$ cat config.mk
export PLATFORM = sky130hd
export DESIGN_NAME = cen_gen_frac
export DESIGN_NICKNAME = d
export VERILOG_FILES = /design/src/rtl/cen_gen_frac.sv
export SDC_FILE = /design/constraint.sdc
export NUM_CORES = 1
export LEC_CHECK = 0
export BUFFER_PORTS_ARGS = -buffer_cell sky130_fd_sc_hd__buf_2
export CAP_MARGIN = 20
export CELL_PAD_IN_SITES_DETAIL_PLACEMENT = 1
export CELL_PAD_IN_SITES_GLOBAL_PLACEMENT = 2
export CORE_ASPECT_RATIO = 1.5
export CORE_MARGIN = 4
export CORE_UTILIZATION = 39
export CTS_BUF_LIST = sky130_fd_sc_hd__clkbuf_4 sky130_fd_sc_hd__clkbuf_8 sky130_fd_sc_hd__clkbuf_16
export DETAILED_ROUTE_END_ITERATION = 6
export PLACE_DENSITY = 0.81
export SETUP_SLACK_MARGIN = 0.05
export SYNTH_ARGS = -nofsm -noshare
export SYNTH_HDL_FRONTEND = slang
export SYNTH_SLANG_ARGS = --single-unit
$ cat constraint.sdc
create_clock -name clk_sys -period 4.6 [get_ports clk_sys]
set_clock_uncertainty 0.15 [all_clocks]
set_input_delay 0.69 -clock clk_sys [delete_from_list [all_inputs] [get_ports clk_sys]]
set_output_delay 0.69 -clock clk_sys [all_outputs]
set_load 0.05 [all_outputs]
$ cat src/rtl/cen_gen_frac.sv
// Fractional clock-enable generator: NCH independent channels, each
// emitting one-cycle enable pulses at an average rate of clk_sys*num/den
// using a first-order accumulator (no drift over any den-cycle window).
module cen_gen_frac #(
  parameter int NCH     = 2,
  parameter int ACC_W   = 16,
  parameter int DEF_DEN = 20
) (
  input  logic             clk_sys,
  input  logic             reset_n,
  input  logic             cfg_we,
  input  logic [2:0]       cfg_ch,
  input  logic [ACC_W-1:0] cfg_num,
  input  logic [ACC_W-1:0] cfg_den,
  input  logic [NCH-1:0]   ch_en,
  input  logic             pause,
  input  logic             sync,
  output logic [NCH-1:0]   cen,
  output logic [NCH-1:0]   cfg_err
);

  logic [ACC_W-1:0] num_q [NCH];
  logic [ACC_W-1:0] num_d [NCH];
  logic [ACC_W-1:0] den_q [NCH];
  logic [ACC_W-1:0] den_d [NCH];
  logic [ACC_W-1:0] acc_q [NCH];
  logic [ACC_W-1:0] acc_d [NCH];
  logic [NCH-1:0]   cen_q;
  logic [NCH-1:0]   cen_d;
  logic [NCH-1:0]   err_q;
  logic [NCH-1:0]   err_d;

  // A new configuration is invalid when it would ask for more than one
  // pulse per cycle or divide by zero; num==0 is legal and simply silent.
  logic cfgBad;
  assign cfgBad = (cfg_den == '0) || (cfg_num > cfg_den);

  // Per-channel next state: a config write to this channel wins, then sync,
  // then FAULT, HOLD and finally the RUN accumulator step.
  always_comb begin
    logic [ACC_W:0] sum;
    sum = '0;
    for (int i = 0; i < NCH; i++) begin
      num_d[i] = num_q[i];
      den_d[i] = den_q[i];
      acc_d[i] = acc_q[i];
      cen_d[i] = 1'b0;
      err_d[i] = err_q[i];
      sum      = {1'b0, acc_q[i]} + {1'b0, num_q[i]};
      if (cfg_we && (cfg_ch == 3'(i))) begin
        num_d[i] = cfg_num;
        den_d[i] = cfg_den;
        acc_d[i] = '0;
        err_d[i] = cfgBad;
      end else if (sync) begin
        acc_d[i] = '0;
      end else if (err_q[i]) begin
        acc_d[i] = '0;
      end else if (!ch_en[i] || pause) begin
        acc_d[i] = acc_q[i];
      end else if (sum >= {1'b0, den_q[i]}) begin
        acc_d[i] = ACC_W'(sum - {1'b0, den_q[i]});
        cen_d[i] = 1'b1;
      end else begin
        acc_d[i] = sum[ACC_W-1:0];
      end
    end
  end

  // Channel state registers; reset restores the default 1/DEF_DEN rate
  // with a cleared accumulator, which is equivalent to a fresh sync.
  always_ff @(posedge clk_sys or negedge reset_n) begin
    if (!reset_n) begin
      for (int i = 0; i < NCH; i++) begin
        num_q[i] <= ACC_W'(1);
        den_q[i] <= ACC_W'(DEF_DEN);
        acc_q[i] <= '0;
      end
      cen_q <= '0;
      err_q <= '0;
    end else begin
      for (int i = 0; i < NCH; i++) begin
        num_q[i] <= num_d[i];
        den_q[i] <= den_d[i];
        acc_q[i] <= acc_d[i];
      end
      cen_q <= cen_d;
      err_q <= err_d;
    end
  end

  assign cen     = cen_q;
  assign cfg_err = err_q;

endmodule

Yosys cells after proc, flatten, opt, wreduce, memory -nomap -nowiden
Cells that the tools add are included.
- register bits after elaboration: 100
- latch bits: 0
- RAM bits: 0
- ROM bits: 0
- output and inout port bits: 4
- word-level logic and storage cells: 48
- memories kept: 0
- add/subtract/negate cells: 4
- multiply operators: 0
- div/mod/pow operators: 0
- magnitude comparators: 3
- eq/ne operators: 3
- shift operators: 0
- mux-type cells: 20
- bitwise logic cells: 0
- reduce and logical (&&, ||, !) cells: 9
- operators with widths (cell ; number):
    $mux W16 ; 10
    $add A16 B16 Y17 ; 2
    $ge A17 B16 Y1 ; 2
    $sub A16 B16 Y16 ; 2
    $gt A16 B16 Y1 ; 1
    $logic_not A16 Y1 ; 1
    $mux W1 ; 10
    $ne A4 B4 Y1 const B ; 2
    $eq A3 B1 Y1 const B ; 1
    $logic_not A3 Y1 ; 1
    $logic_or A1 B1 Y1 ; 3
    $logic_and A1 B1 Y1 ; 2
    $logic_not A1 Y1 ; 2

Longest topological paths before layout
- depth after elaboration: 7
- gate-level depth with buffers: 20

Worst setup path before layout
Ideal clock, no wire load.
- kind: reg-to-reg
- start: register num_q[0] (netlist bit)
- end: register acc_q[0] (netlist bit)
- library setup time: 83 ps
- data arrival time: 3919 ps
- data required time: 4367 ps
- path slack: 448 ps
- stages on the path, launching flop included: 19
- buffers on the path: 1
- clock period less this slack: 4152 ps
- path through: dfstp_2 > ha_1 > inv_1 > fa_1 > nand2b_1 > a21oi_1 > nor4_2 > o21ai_2 > a2111oi_0 > a311o_1 > ha_1 > nand4_1 > nor4_1 > a2111o_1 > a41oi_2 > and2b_1 > buf_6 > mux2_2 > o21ai_0
- longest elaborated chain between the ends: 7
- elaborated cells on any way between the ends: 8
- classes of those cells: add/sub (2); order compare (1); mux (5)
- ends and longest elaborated chain (what ; RTL line ; text):
    from (decl) ; 22 ; logic [ACC_W-1:0] num_q [NCH];
    from (signal, indexed assignment) ; 83 ; num_q[i] <= num_d[i];
    $add A16 B16 Y17 * ; 49 ; sum = {1'b0, acc_q[i]} + {1'b0, num_q[i]};
    $sub A16 B16 Y16 or $ge A17 B16 Y1 (tied branches) ; 62, 61 ;
    $mux W16 * ; 61 ; end else if (sum >= {1'b0, den_q[i]}) begin
    $mux W16 * ; 59 ; end else if (!ch_en[i] || pause) begin
    $mux W16 * ; 57 ; end else if (err_q[i]) begin
    $mux W16 * ; 55 ; end else if (sync) begin
    $mux W16 * ; 50 ; if (cfg_we && (cfg_ch == 3'(i))) begin
    to (signal, indexed assignment) ; 85 ; acc_q[i] <= acc_d[i];
    to (decl) ; 26 ; logic [ACC_W-1:0] acc_q [NCH];
Mark *: on every way between the ends. The rest lies on a longest branch, timed or not. The select of a mux whose other input is x is not followed.
A chain may end at the register's enable or synchronous reset.

Worst setup path in the final report
- start: register num_q[0] (netlist bit)
- end: register acc_q[1] (netlist bit)
The elaborated chain is that of the path after synthesis.

==> metrics.md <==
| Metric | Value |
|---|---|
| Initial antenna violation count | 0 |
| Post-synth EDFFs | 0 |
| Fin cells | 1,160 |
| Status | complete, no violations |
| Area added between synthesis and finish | 18.0% |
| Max_slew headroom | 0.582 |
| Drt total wl | between 20,000 and 25,000 um |
| Minimum clock period | 4400 ps |
| First-pass GRT wire length | 37,300 um |
| Hpwl dp | about 19,000 um |
| Synthesized net count | roughly 940 |
| Synth top area share | 0.316 |
| Async S/R FF share, synth | 1.00 |
| Crit Path Class | reg -> reg |
| Reg2Reg Capture Point | acc_q[1] |
| Final ANT Viol Nets | 0 |
| Post-Synthesis Cell Area | about 0.0074 mm^2 |
| CTS tree | done |
| Tightest Pin Transition | 612 ps |
| Syn Inst Count | just over 800 |
| Tightest Hold Check Type | in -> async |
| Final WS setup | between 150 and 200 ps |
| Synth top cells by count | 94 x dfrtp_1, 85 x nand2_1, 80 x ha_1, 69 x inv_1, 67 x o21ai_0 |
| Io pins | 46 |
| Initial DRT Pass Iterations | 4 |
| Grt ovf | 0 |
| Leakage | 4.12 nW |
| Post-Place Cell Area | 0.00827 mm^2 |
| Hold Worst Slack | between 10 and 15 ps |
| Residual DRC | 0 |
| H-Tree Depth | 3 |
| # hold bufs at CTS | 0 |
| Via count | between 6,000 and 7,000 |
| Top FF cell, synth | dfrtp_1 |
| Register area | around 0.0025 mm^2 |
| Starting DRT DRC Count | 283 |
| Mean Syn Cell Area | between 9 and 10 um^2 |
| Core ar. | 0.0186 mm^2 |
| Layout cells sized above 1 | 0.220 |
| Die Ht | 177 um |
| Power per cell area | ~810 mW/mm^2 |
| Clock Sinks | 100 |
| GRT Util Overall | 0.226 |
| Vias in the first global route | 7,190 |
| Synth area leaders | dfrtp_1 32%, ha_1 13%, mux2_2 5.1%, o21ai_0 4.5%, nand2_1 4.3% |
| Wire per inst | between 20 and 25 um |
| Number of core rows | 61 |
| Synthesis-stage register bit count | 100 |
| Largest net degree at the start of global routing | between 70 and 80 |
| Root buf cell | clkbuf_16 |
| Post-layout nets | 1,029 |
| R2r startpoint | num_q[0] |
| Netlist cell types | 70 |
| N_diodes | 0 |
| Die width | roughly 120 um |
| Utilization after layout | 0.472 |
| Synth warn | 0 |
| Port buffer count | between 40 and 50 |
| GPL Wtd Cong | slightly below 1 |
| Setup crit end kind | flip-flop |
| Max IR drop VDD | around 0.36 mV |
| Reg2Reg Setup Slack | just under 200 ps |
| Clk_lat worst skew | approximately 350 ps |
| R2R depth | 19 |
| Worst Path Max Fanout | 7 |
| Dominant cell type by area after synthesis | dfrtp_1 |
| Seq/Total Area, Yosys | 0.337 |
| Clock buffer depth | 2 |
| Max_cap viols | 0 |
| Worst-path clk slew | approximately 70 ps |
| Data required, critical path | between 4000 and 5000 ps |
| Most common cell in the synthesized netlist | dfrtp_1 |
| Final hold vios | 0 |
| Final Setup Violations | 0 |
| Vias per Instance | 5.56 |
| Fillers | 2,225 |
| Initial Util | 0.400 |
| Worst Setup Start Kind | flip-flop |
| CTS buffer count | 9 |
| Slew Limit Fails | 0 |
| DP Cell Count | around 1,100 |
| Multi-input logic area | about 0.0047 mm^2 |
| Highest clock rate | about 0.23 GHz |
| Die area | about 0.021 mm^2 |
| Arr. time, crit path | 4540 ps |
| RSZ-0062 raised after global routing | yes |
| Setup WS pre-CTS | -188 ps |
| Final Cell Area | 0.00878 mm^2 |
| Final period util | 0.957 |
==> how the worst max path moves through the flow <==
stage	slack, ps	start	endpoint
floorplan	450	num_q[0]	acc_q[0]
detailed placement	-190	num_q[0]	acc_q[2]
global placement	30	num_q[0]	acc_q[2]
finish	200	num_q[0]	acc_q[1]
global route	-30	num_q[0]	acc_q[2]
CTS	50	num_q[16]	acc_q[26]
==> per-layer routing <==
metal / wire length (um) / global-route usage / share of wire
met5: 0 / 0 / 0
met4: 1510 / 0.137 / 0.064
met3: 550 / 0.0269 / 0.023
met2: 12900 / 0.439 / 0.55
met1: 8630 / 0.225 / 0.37
==> cell usage in the layout (no fill, tap or decap), types with 11 or more instances in the layout <==
cell type	instances
a21oi_1	44
buf_4	50
nor2_1	34
o21ai_0	66
mux2_2	34
o21a_1	17
nor3_1	16
mux2i_1	20
nand2_1	85
a21o_1	11
dfrtp_1	94
buf_2	44
inv_1	69
nand3_1	13
xnor2_1	33
ha_1	79
==> critical path: stages, from the launching register on <==
cell and delay, ps:
dfstp_2 550, ha_2 190, inv_1 50, fa_1 400
nand2b_4 180, a21oi_4 180, nor4_4 80, o21ai_2 200
a21oi_1 110, xnor2_1 230, ha_1 290, buf_4 160
a21oi_1 100, o21ai_0 180, a211oi_2 290, a21oi_2 100
and2b_4 340, buf_6 160, mux2i_2 240, a22o_1 150
==> timing repair <==
action,CTS,global route
buffers inserted,1,4
pin swaps,1,11
setup endpoints to repair,19,33
gates resized for setup,6,26
cloned,0,0
==> power by group <==
group / leakage [nW] / total, mW / internal [mW] / switching, mW
Sequential: 1.26 / 1.24 / 1.11 / 0.128
Clock: 0.145 / 0.764 / 0.418 / 0.345
Combinational: 2.72 / 5.11 / 2.31 / 2.80
Total: 4.12 / 7.11 / 3.84 / 3.27
==> cells by family after synthesis <==
| family | count (synthesis) | synth area share |
|---|---|---|
| XOR/XNOR | 44 | 0.0518 |
| adder cells (fa/ha/maj) | 84 | 0.145 |
| multiplexers | 56 | 0.0810 |
| AND/OR/NAND/NOR | 219 | 0.143 |
| flip-flops | 100 | 0.337 |
| AO/OA/AOI/OAI | 223 | 0.192 |
| buffers and inverters | 89 | 0.0491 |
==> sequential cells by signal (all words and copies together) (netlist names) <==
register  cells
cen           2
acc_q        32
cfg_err       2
num_q        32
den_q        32
==> per-stage QoR <==
| stage | setup TNS (ps) | power [mW] |
|---|---|---|
| after floorplan | 0 | 4.60 |
| after global placement | 0 | 5.80 |
| after detailed placement | -1730 | 6.03 |
| after CTS | 0 | 6.90 |
| after global routing | -40.9 | 7.67 |
| final | 0 | 7.11 |
==> cell type report <==
class	instances	share of cell area
multi-input combinational	626	0.541
sequential	100	0.286
timing repair buffer	97	0.0745
tap	252	0.0359
clock buffer	13	0.0312
inverter	69	0.0295
clock inverter	3	0.00242
(Power assumes the default switching activity.)
